<file path="src/rtl/fifo_buffer_fwft_if.sv">
// Producer/consumer bundle for fifo_buffer_fwft; slave is the FIFO side, master is the user side.
interface fifo_buffer_fwft_if #(
   parameter int unsigned LOG2_DEPTH = 2,
   parameter int unsigned DATA_WIDTH = 16
);
   logic                  clear_i;
   logic [DATA_WIDTH-1:0] wdata_i;
   logic                  wvalid_i;
   logic                  wready_o;
   logic [DATA_WIDTH-1:0] rdata_o;
   logic                  rvalid_o;
   logic                  rready_i;
   logic [LOG2_DEPTH:0]   count_o;
   logic                  full_o;
   logic                  empty_o;
   logic                  almost_full_o;
   logic                  almost_empty_o;
   logic                  overflow_o;
   logic                  underflow_o;

   modport slave (
      input  clear_i, wdata_i, wvalid_i, rready_i,
      output wready_o, rdata_o, rvalid_o, count_o, full_o, empty_o,
             almost_full_o, almost_empty_o, overflow_o, underflow_o
   );

   modport master (
      output clear_i, wdata_i, wvalid_i, rready_i,
      input  wready_o, rdata_o, rvalid_o, count_o, full_o, empty_o,
             almost_full_o, almost_empty_o, overflow_o, underflow_o
   );
endinterface

</file>
<file path="src/rtl/fifo_buffer_fwft.sv">
// Synchronous first-word-fall-through FIFO with occupancy count, almost thresholds and flush.
// Optional sticky overflow/underflow flags are built only when FIFO_ERR_FLAGS_EN is defined.
module fifo_buffer_fwft #(
   parameter int unsigned LOG2_DEPTH       = 2,
   parameter int unsigned DATA_WIDTH       = 16,
   parameter int unsigned ALMOST_FULL_LVL  = (1 << LOG2_DEPTH) - 1,
   parameter int unsigned ALMOST_EMPTY_LVL = 1
) (
   input  logic               clk,
   input  logic               reset,
   fifo_buffer_fwft_if.slave  bus
);

   localparam int unsigned AW    = LOG2_DEPTH;
   localparam int unsigned PW    = LOG2_DEPTH + 1;
   localparam int unsigned DEPTH = 1 << LOG2_DEPTH;

   localparam logic [PW-1:0] AF_LVL = PW'(ALMOST_FULL_LVL);
   localparam logic [PW-1:0] AE_LVL = PW'(ALMOST_EMPTY_LVL);

   logic [DATA_WIDTH-1:0] mem_q [DEPTH];

   logic [PW-1:0] wr_ptr_q, wr_ptr_d;
   logic [PW-1:0] rd_ptr_q, rd_ptr_d;
   logic [PW-1:0] count_q, count_d;

   logic full;
   logic empty;
   logic push;
   logic pop;

   // Wrap bit distinguishes full from empty when the index bits coincide.
   assign empty = (wr_ptr_q == rd_ptr_q);
   assign full  = (wr_ptr_q[AW-1:0] == rd_ptr_q[AW-1:0]) && (wr_ptr_q[AW] != rd_ptr_q[AW]);

   assign push = bus.wvalid_i & ~full;
   assign pop  = bus.rready_i & ~empty;

   always_comb begin
      wr_ptr_d = wr_ptr_q;
      rd_ptr_d = rd_ptr_q;
      count_d  = count_q;
      if (bus.clear_i) begin
         wr_ptr_d = '0;
         rd_ptr_d = '0;
         count_d  = '0;
      end else begin
         if (push) begin
            wr_ptr_d = wr_ptr_q + PW'(1);
         end
         if (pop) begin
            rd_ptr_d = rd_ptr_q + PW'(1);
         end
         unique case ({push, pop})
            2'b10:   count_d = count_q + PW'(1);
            2'b01:   count_d = count_q - PW'(1);
            default: count_d = count_q;
         endcase
      end
   end

   always_ff @(posedge clk) begin
      if (reset) begin
         wr_ptr_q <= '0;
         rd_ptr_q <= '0;
         count_q  <= '0;
      end else begin
         wr_ptr_q <= wr_ptr_d;
         rd_ptr_q <= rd_ptr_d;
         count_q  <= count_d;
      end
   end

   // Storage is not reset; writes are dropped during reset and flush.
   always_ff @(posedge clk) begin
      if (!reset && !bus.clear_i && push) begin
         mem_q[wr_ptr_q[AW-1:0]] <= bus.wdata_i;
      end
   end

   assign bus.rdata_o        = mem_q[rd_ptr_q[AW-1:0]];
   assign bus.rvalid_o       = ~empty;
   assign bus.wready_o       = ~full;
   assign bus.full_o         = full;
   assign bus.empty_o        = empty;
   assign bus.count_o        = count_q;
   assign bus.almost_full_o  = (count_q >= AF_LVL);
   assign bus.almost_empty_o = (count_q <= AE_LVL);

`ifdef FIFO_ERR_FLAGS_EN
   logic overflow_q, overflow_d;
   logic underflow_q, underflow_d;

   always_comb begin
      overflow_d  = overflow_q  | (bus.wvalid_i & full);
      underflow_d = underflow_q | (bus.rready_i & empty);
   end

   always_ff @(posedge clk) begin
      if (reset) begin
         overflow_q  <= 1'b0;
         underflow_q <= 1'b0;
      end else begin
         overflow_q  <= overflow_d;
         underflow_q <= underflow_d;
      end
   end

   assign bus.overflow_o  = overflow_q;
   assign bus.underflow_o = underflow_q;
`else
   assign bus.overflow_o  = 1'b0;
   assign bus.underflow_o = 1'b0;
`endif

endmodule

</file>
<file path="src/flat_wrapper.sv">
// flat-port wrapper written by rule: the top's interface ports become plain ports
module fifo_buffer_fwft_flat 
#(
   parameter int unsigned LOG2_DEPTH       = 2,
   parameter int unsigned DATA_WIDTH       = 16,
   parameter int unsigned ALMOST_FULL_LVL  = (1 << LOG2_DEPTH) - 1,
   parameter int unsigned ALMOST_EMPTY_LVL = 1
)
  (clk, reset, bus_clear_i, bus_wdata_i, bus_wvalid_i, bus_rready_i, bus_wready_o, bus_rdata_o, bus_rvalid_o, bus_count_o, bus_full_o, bus_empty_o, bus_almost_full_o, bus_almost_empty_o, bus_overflow_o, bus_underflow_o);
  fifo_buffer_fwft_if #(.LOG2_DEPTH(LOG2_DEPTH), .DATA_WIDTH(DATA_WIDTH)) bus_i ();
  input  logic clk;
  input  logic reset;
  input wire logic [$bits(bus_i.clear_i)-1:0] bus_clear_i;
  input wire logic [$bits(bus_i.wdata_i)-1:0] bus_wdata_i;
  input wire logic [$bits(bus_i.wvalid_i)-1:0] bus_wvalid_i;
  input wire logic [$bits(bus_i.rready_i)-1:0] bus_rready_i;
  output wire logic [$bits(bus_i.wready_o)-1:0] bus_wready_o;
  output wire logic [$bits(bus_i.rdata_o)-1:0] bus_rdata_o;
  output wire logic [$bits(bus_i.rvalid_o)-1:0] bus_rvalid_o;
  output wire logic [$bits(bus_i.count_o)-1:0] bus_count_o;
  output wire logic [$bits(bus_i.full_o)-1:0] bus_full_o;
  output wire logic [$bits(bus_i.empty_o)-1:0] bus_empty_o;
  output wire logic [$bits(bus_i.almost_full_o)-1:0] bus_almost_full_o;
  output wire logic [$bits(bus_i.almost_empty_o)-1:0] bus_almost_empty_o;
  output wire logic [$bits(bus_i.overflow_o)-1:0] bus_overflow_o;
  output wire logic [$bits(bus_i.underflow_o)-1:0] bus_underflow_o;
  assign bus_i.clear_i = bus_clear_i;
  assign bus_i.wdata_i = bus_wdata_i;
  assign bus_i.wvalid_i = bus_wvalid_i;
  assign bus_i.rready_i = bus_rready_i;
  assign bus_wready_o = bus_i.wready_o;
  assign bus_rdata_o = bus_i.rdata_o;
  assign bus_rvalid_o = bus_i.rvalid_o;
  assign bus_count_o = bus_i.count_o;
  assign bus_full_o = bus_i.full_o;
  assign bus_empty_o = bus_i.empty_o;
  assign bus_almost_full_o = bus_i.almost_full_o;
  assign bus_almost_empty_o = bus_i.almost_empty_o;
  assign bus_overflow_o = bus_i.overflow_o;
  assign bus_underflow_o = bus_i.underflow_o;
  fifo_buffer_fwft #(.LOG2_DEPTH(LOG2_DEPTH), .DATA_WIDTH(DATA_WIDTH), .ALMOST_FULL_LVL(ALMOST_FULL_LVL), .ALMOST_EMPTY_LVL(ALMOST_EMPTY_LVL)) u_core (.clk(clk), .reset(reset), .bus(bus_i));
endmodule
</file>
<file path="config.mk">
export PLATFORM = sky130hd
export DESIGN_NAME = fifo_buffer_fwft_flat
export DESIGN_NICKNAME = d
export VERILOG_FILES = /design/src/rtl/fifo_buffer_fwft_if.sv /design/src/rtl/fifo_buffer_fwft.sv /design/src/flat_wrapper.sv
export SDC_FILE = /design/constraint.sdc
export NUM_CORES = 1
export LEC_CHECK = 0
export CAP_MARGIN = 5
export CORE_UTILIZATION = 53
export CTS_CLUSTER_SIZE = 40
export DETAILED_ROUTE_END_ITERATION = 8
export PLACE_DENSITY = 0.79
export REMOVE_ABC_BUFFERS = 1
export SLEW_MARGIN = 40
export SYNTH_ARGS = -nofsm -noshare
export SYNTH_HDL_FRONTEND = slang
export SYNTH_SLANG_ARGS = --single-unit
</file>
<file path="constraint.sdc">
create_clock -name clk -period 2.1 [get_ports clk]
set_input_delay 0.315 -clock clk [delete_from_list [all_inputs] [get_ports clk]]
set_output_delay 0.315 -clock clk [all_outputs]
set_load 0.02 [all_outputs]
</file>
### Yosys cells after proc, flatten, opt, wreduce, memory -nomap -nowiden

Memory sizes are Yosys's and may differ from the RTL's. A register that Yosys moved wholly into a read port is not among the register bits.
Cells that the tools add are included.

| word-level totals | value |
|---|---|
| flip-flop bits (word level) | 9 |
| latch bits | 0 |
| bits in writable memories | 64 |
| memory bits (read-only) | 0 |
| bits of input ports | 21 |
| output and inout bits | 27 |
| word-level logic and storage cells | 31 |
| memories | 1 |

Memory list:

| memory | depth | width | read ports | clocked after memory_dff | wr ports | line | RTL |
|---|---|---|---|---|---|---|---|
| u_core.mem_q | 4 | 16 | 1 | 1 | 1 | fifo_buffer_fwft.sv:21 | `logic [DATA_WIDTH-1:0] mem_q [DEPTH];` |

| cells by class | value |
|---|---|
| add/sub/neg operators | 4 |
| multiply operators | 0 |
| div/mod/pow operators | 0 |
| magnitude comparators | 2 |
| equality and inequality tests | 5 |
| shift operators | 0 |
| multiplexer cells | 5 |
| bitwise gates (word level) | 4 |
| reduce and logical (&&, ||, !) cells | 7 |

Operators with widths:

| operator | number |
|---|---|
| adder 3 x 1 -> 3 bit (second input constant) | 3 |
| case mux 3 bit (2 select lines) | 1 |
| 2-to-1 mux 2 bit | 2 |
| == test 3 bit | 1 |
| greater-or-equal comparator 3 x 2 -> 1 bit (second input constant) | 1 |
| <= comparator 3 x 1 -> 1 bit (second input constant) | 1 |
| logical AND 1 bit | 3 |
| subtractor 3 x 1 -> 3 bit (second input constant) | 1 |
| bitwise AND 1 bit | 2 |
| == test 2 x 1 -> 1 bit (second input constant) | 1 |
| == test 2 bit | 1 |
| == test 2 bit (second input constant) | 1 |
| zero test 1 bit | 2 |
| 2-to-1 mux 1 bit | 2 |
| NOT 1 bit | 2 |
| nonzero test 2 bit | 1 |
| OR reduction 2 bit | 1 |
| inequality test 1 bit | 1 |

### Longest topological paths before layout

Gate-level depths: netlist of the first run.

| logic depth | value |
|---|---|
| depth after elaboration | 7 |
| depth in mapped cells | 8 |
| depth with buffers taken out | 7 |

### Worst setup path before layout of the first run

OpenSTA, ideal clock, no wires.

| timing | value |
|---|---|
| path kind | input -> register |
| start point | input port bus_clear_i |
| end point | memory u_core.mem_q[0][0], enable pin |
| library setup time | 0.374 ns |
| arrival time | 1.452 ns |
| slack | 0.274 ns |
| cell stages on the path | 4 |
| buffers on the path | 1 |
| cell sequence | or2_2 > buf_4 > a31oi_1 > and3_1 |

| between the ends | value |
|---|---|
| cells in the longest elaborated chain, start to end | 5 |

RTL lines:

| element | line | RTL |
|---|---|---|
| start: declaration | flat_wrapper.sv:13 | `input wire logic [$bits(bus_i.clear_i)-1:0] bus_clear_i;` |
| zero test 1 bit | fifo_buffer_fwft.sv:76 | `if (!reset && !bus.clear_i && push) begin` |
| logical AND 1 bit (2 in a row) | fifo_buffer_fwft.sv:76 |  |
| 2-to-1 mux 1 bit | fifo_buffer_fwft.sv:76 |  |
| 2-to-1 mux 1 bit (not written as such) | fifo_buffer_fwft.sv:77 | `mem_q[wr_ptr_q[AW-1:0]] <= bus.wdata_i;` |
| end: declaration | fifo_buffer_fwft.sv:21 |  |

No other way between the ends.

==> out/qor.txt, run 1 <==
largest net degree at the start of global routing -> 17
CP max-delay cell -> mux4_2
met2 routed WL -> 2.98 mm
Setup CP Type -> flip-flop to output pin
total CTS buffers -> 9
Worst VDD drop -> 524 uV
sequential cell area -> 0.00215 mm2
Die Width -> 79.1 um
hpwl dp -> 3.85 mm
crit path DAT -> 1.72 ns
register bit total from synthesis -> 75
reg2reg end -> u_core.bus.count_o[2]
Post-synth EDFFs -> 64
met3 wire length -> 280 um
Pins Over Slew Limit -> 0
Worst-path clk slew -> 0.07 ns
fin nets -> 286
hold path depth -> 2
synth unique cells -> 30
Die ar. -> 0.00625 mm2
CTS sink cnt -> 75
dpl ws -> 0.0970 ns
R2R setup slack -> 0.24 ns
clk_lat worst skew -> 0.33 ns
Critical R2R Launch -> u_core.rd_ptr_q[1]
first-pass GRT wire length -> 9.14 mm
family with the most delay on the worst path -> multiplexers
Syn-to-layout area delta -> 28.7%
Worst Skew -> 0.00671 ns
outcome -> completed
routability cong. -> 0.795
CP startpoint kind -> flip-flop
vias in the first global route -> 1830
post-synthesis sequential area ratio -> 68.1%
setup TNS -> 0 ns
DR WL/cell -> 17.2 um
Worst Hold Class -> flip-flop to flip-flop
drt first-iter violations -> 141
setup slack after layout -> 0.0661 ns
Most used DFF post-synth -> edfxtp_1
Tcrit/Tclk final -> 96.9%
Final Setup Violations -> 0
total buffers and inverters traversed by the critical path -> 2
wl on met1 -> 2.40 mm
H-tree depth -> 3
Tmin final -> 2.03 ns
Post-Syn Area per Cell -> 16.7 um2
top-area cell type share of the netlist area -> 61.1%
top cells by area, synth -> edfxtp_1, mux4_2, dfxtp_1, ha_1, and3_1
total gr overflow -> 0
Core ar. -> 0.00561 mm2
number of port buffers -> 45
Worst EP required -> 1.78 ns
area of the multi-input gates -> 942 um2
Post-CTS Hold Buffers -> 0
vias per cell -> 5.57
synth warn -> 0
drc violations -> 0
MaxCap Viol Count -> 0
# rows -> 27
cell with the most instances after synthesis -> edfxtp_1
hold endpoint -> u_core.wr_ptr_q[2]
fraction of layout cells with a size suffix above 1 -> 21.5%
Leak -> 1.44 nW
Synth area leader -> edfxtp_1
clock root cell -> clkbuf_8
Final Hold Vio Count -> 0
critical-path maximum fanout -> 7
TritonCTS clock tree -> yes
detailed-route via count -> 1848
unrepaired setup endpoints after global routing -> no
slowest stage delay, CP -> 0.52 ns
Antenna Violating Nets Remaining -> 0
Post-Syn Instances -> 188
mapped cell area -> 0.00315 mm2
DIE HEIGHT -> 79.1 um
min-delay src -> u_core.wr_ptr_q[2]
Top Metal Used -> met4
total track usage -> 20.2%
# fillers -> 391
power per cell area -> 740 mW/mm2
Post-synth top cells -> edfxtp_1, mux4_2, dfxtp_1
antenna violations before repair -> 0
n_diodes -> 0
I/O Pins -> 48
Starting Density -> 56.1%
WL final -> 5.70 mm
Clock Tree Buf Depth -> 2
ys async rst share -> 0%
CP cell instances -> buf_6 > mux4_2 > dlygate4sd2_1
crit end category -> output pin
Worst Reg-to-Reg Cells -> 7
Pre-antenna DRT Iters -> 4
Max Freq -> 0.492 GHz
==> how the worst max path moves through the flow <==
stage,from,end,slack [ns],depth (start not counted)
after floorplan,flip-flop,bus_rdata_o[0],0.25,1
after global placement,flip-flop,bus_rdata_o[1],0.13,3
after detailed placement,bus_clear_i,u_core.mem_q[3][13],0.1,5
after CTS,flip-flop,bus_rdata_o[1],0.05,3
after global routing,flip-flop,bus_rdata_o[10],0.0004,3
final,flip-flop,bus_rdata_o[9],0.07,3
==> power breakdown <==
| group | total, mW | internal (mW) | switching (mW) |
|---|---|---|---|
| combinational | 0.279 | 0.139 | 0.140 |
| sequential | 1.65 | 1.64 | 0.0149 |
| clock | 1.07 | 0.575 | 0.491 |
==> through the flow <==
stage	power (mW)	hold slack [ns]	std cells	util, %	area, um2
6_report	3.00	0.543	332	72.2	4050
5_1_grt	3.10	0.572	332	72.2	4050
4_1_cts	3.02	0.548	332	72.1	4040
3_5_place_dp	1.98	0.539	316	68.7	3850
3_3_place_gp	1.97	0.521	316	68.7	3850
2_1_floorplan	1.82	0.414	180	-	3100
==> cell usage in the layout (no fill, tap or decap), types with 6 or more instances in the layout <==
cell / netlist / final
nand2_1: 7 / 7
mux4_2: 16 / 16
buf_4: 5 / 12
and3_1: 7 / 7
dfxtp_1: 11 / 6
nor2_1: 9 / 9
ha_1: 10 / 10
dlygate4sd2_1: 0 / 19
a21oi_1: 6 / 6
edfxtp_1: 64 / 64
clkbuf_8: 0 / 10
buf_12: 0 / 6
clkdlybuf4s50_1: 0 / 23
==> sequential cells by signal (all words and copies together), names as in the netlist, named ones only <==
register	cells
u_core.mem_q	64
u_core.bus.count_o	3
u_core.rd_ptr_q	3
u_core.wr_ptr_q	3
==> per-layer routing <==
| metal | track usage, % | vias up |
|---|---|---|
| met1 | 26.5 | 914 |
| met5 | 0 | - |
| met2 | 33.2 | 57 |
| met3 | 4.14 | 4 |
| met4 | 8.00 | 0 |
| li1 | - | 873 |
==> cells by family after synthesis <==
| logic type | Yosys count | synth area share [%] |
|---|---|---|
| DFF | 75 | 68.1 |
| and+or+nand+nor | 38 | 6.60 |
| AOI/OAI and AO/OA | 26 | 5.21 |
| muxes | 16 | 11.5 |
| buffers and inverters | 14 | 2.35 |
| adders and majority gates | 10 | 3.98 |
| xor gates and xnor gates | 8 | 2.23 |
| other | 1 | 0.119 |
==> tightest hold or removal path, stage by stage (launching register included) <==
cell and delay [ns]:
dfxtp_1 0.36, nand2_1 0.07, a31oi_1 0.06
==> layout make-up <==
cell class                 instances  area share (%)
clock buffer                      11            3.49
tap                               72            2.22
clock inverter                     5            1.33
inverter                           5           0.463
multi-input combinational        100            23.3
timing repair buffer              64            16.2
sequential                        75            53.0
==> timing repair <==
action                                  in CTS  in global routing
pin swaps                                    0                  1
setup buffers                                0                  0
gates resized for setup                     26                  3
cloned                                       0                  0
endpoints found under the setup margin      21                  3
Note: power is estimated with default switching activity, not from simulation.
==> run 2: changes to the inputs <==
CORE_MARGIN = 5   (was default)
==> run 2 against run 1 <==
Against the previous run:
- global-route usage is 3.1 points lower
- die area rose by 21%
- first-iteration DRC count is 36% lower
- sequential share of layout area down 0.46 points
- routed wire length is 7.1% higher
- power rose by 3.9%
- setup slack improved by 0.010 ns
- sequential power about the same
- largest power group unchanged
==> out/qor.txt, run 2 (same netlist as run 1, synthesis figures left out) <==
largest net degree at the start of global routing -> 17
WL final -> 6.11 mm
Worst Hold Class -> flip-flop to flip-flop
antenna violations before repair -> 0
CP startpoint kind -> flip-flop
Placed Cells incl. Taps -> 319
Tcrit/Tclk final -> 96.4%
Tmin final -> 2.02 ns
vias per cell -> 5.53
n_diodes -> 0
crit end category -> output pin
Pre-antenna DRT Iters -> 4
fin nets -> 288
routability cong. -> 0.832
Syn-to-layout area delta -> 30.0%
area of the multi-input gates -> 935 um2
detailed-route via count -> 1862
Die ar. -> 0.00758 mm2
MaxCap Viol Count -> 0
Worst EP required -> 1.78 ns
setup TNS -> 0 ns
I/O Pins -> 48
Post-CTS Hold Buffers -> 0
Worst Skew -> 0.0110 ns
Max Freq -> 0.494 GHz
TritonCTS clock tree -> yes
Antenna Violating Nets Remaining -> 0
unrepaired setup endpoints after global routing -> no
Worst VDD drop -> 324 uV
first-pass GRT wire length -> 9.67 mm
Final Hold Vio Count -> 0
power per cell area -> 761 mW/mm2
hpwl dp -> 4.15 mm
DIE HEIGHT -> 87.1 um
clk_lat worst skew -> 0.33 ns
crit path DAT -> 1.71 ns
number of port buffers -> 45
Largest register FFs -> 64
Worst-path clk slew -> 0.07 ns
DR WL/cell -> 18.1 um
sequential cell area -> 0.00215 mm2
total gr overflow -> 0
Starting Density -> 53.8%
total track usage -> 17.2%
Clock Tree Buf Depth -> 2
most frequent cells in the layout -> edfxtp_1, clkdlybuf4s50_1, mux4_2
critical-path maximum fanout -> 8
H-tree depth -> 3
# fillers -> 377
vias in the first global route -> 1954
clock root cell -> clkbuf_8
Pins Over Slew Limit -> 0
# rows -> 28
Core ar. -> 0.00585 mm2
Final Setup Violations -> 0
Finished Layout Cells -> 337
Setup CP Type -> flip-flop to output pin
CTS sink cnt -> 75
Die Width -> 87.1 um
most common cell after layout, fill and taps aside -> edfxtp_1
total CTS buffers -> 9
Leak -> 1.48 nW
fraction of layout cells with a size suffix above 1 -> 22.5%
outcome -> completed
drc violations -> 0
drt first-iter violations -> 90
[run 2: worst paths after layout]
check             depth (start not counted)                     to                from  slack, ns
setup / recovery                          3        bus_rdata_o[12]           flip-flop       0.08
hold / removal                            2     u_core.wr_ptr_q[2]  u_core.wr_ptr_q[2]       0.54
setup reg to reg                          7  u_core.bus.count_o[2]  u_core.rd_ptr_q[1]       0.37
hold reg to reg                           2     u_core.wr_ptr_q[2]  u_core.wr_ptr_q[2]       0.54
[run 2: what timing repair did]
action                                 4_1_cts  5_1_grt
cloned                                       0        1
endpoints found under the hold margin        0        0
setup endpoints to repair                   21       19
gates resized for setup                     25        6
buffers inserted                             1        0
[run 2: routing by layer]
metal  track usage [%]  up-vias  part of all wire, %
li1                  -      880                    -
met1              20.9      923                   41
met2              30.1       53                   53
met3              3.88        6                  5.2
met4              5.67        0                 0.75
met5                 0        -                    0
[run 2: per-stage QoR]
stage / utilization, % / hold WS, ns / instance area [um2] / setup slack [ns] / total power, mW
2_1_floorplan: - / 0.414 / 3100 / 0.252 / 1.82
3_3_place_gp: 65.7 / 0.518 / 3840 / 0.120 / 1.97
3_5_place_dp: 65.7 / 0.528 / 3840 / 0.0400 / 1.98
4_1_cts: 69.2 / 0.537 / 4050 / 0.00764 / 3.13
5_1_grt: 69.9 / 0.571 / 4090 / 0.0153 / 3.24
6_report: 69.9 / 0.538 / 4090 / 0.0764 / 3.11
[run 2: worst max-delay path, cell delays in order, from the launching register on]
cell and delay [ns]:
dfxtp_4 0.38, clkbuf_16 0.17, mux4_2 0.50, dlygate4sd2_1 0.33
[run 2: final cells by class]
type,instances,share of cell area [%]
inverter,5,0.459
clock inverter,6,2.20
clock buffer,10,3.12
timing repair buffer,66,16.5
multi-input combinational,100,22.9
tap,75,2.29
sequential,75,52.6
[run 2: report_power, final]
group,leakage (nW),internal [mW],switching (mW),total [mW]
Sequential,0.670,1.64,0.0145,1.65
Combinational,0.703,0.145,0.143,0.288
Clock,0.106,0.671,0.505,1.18
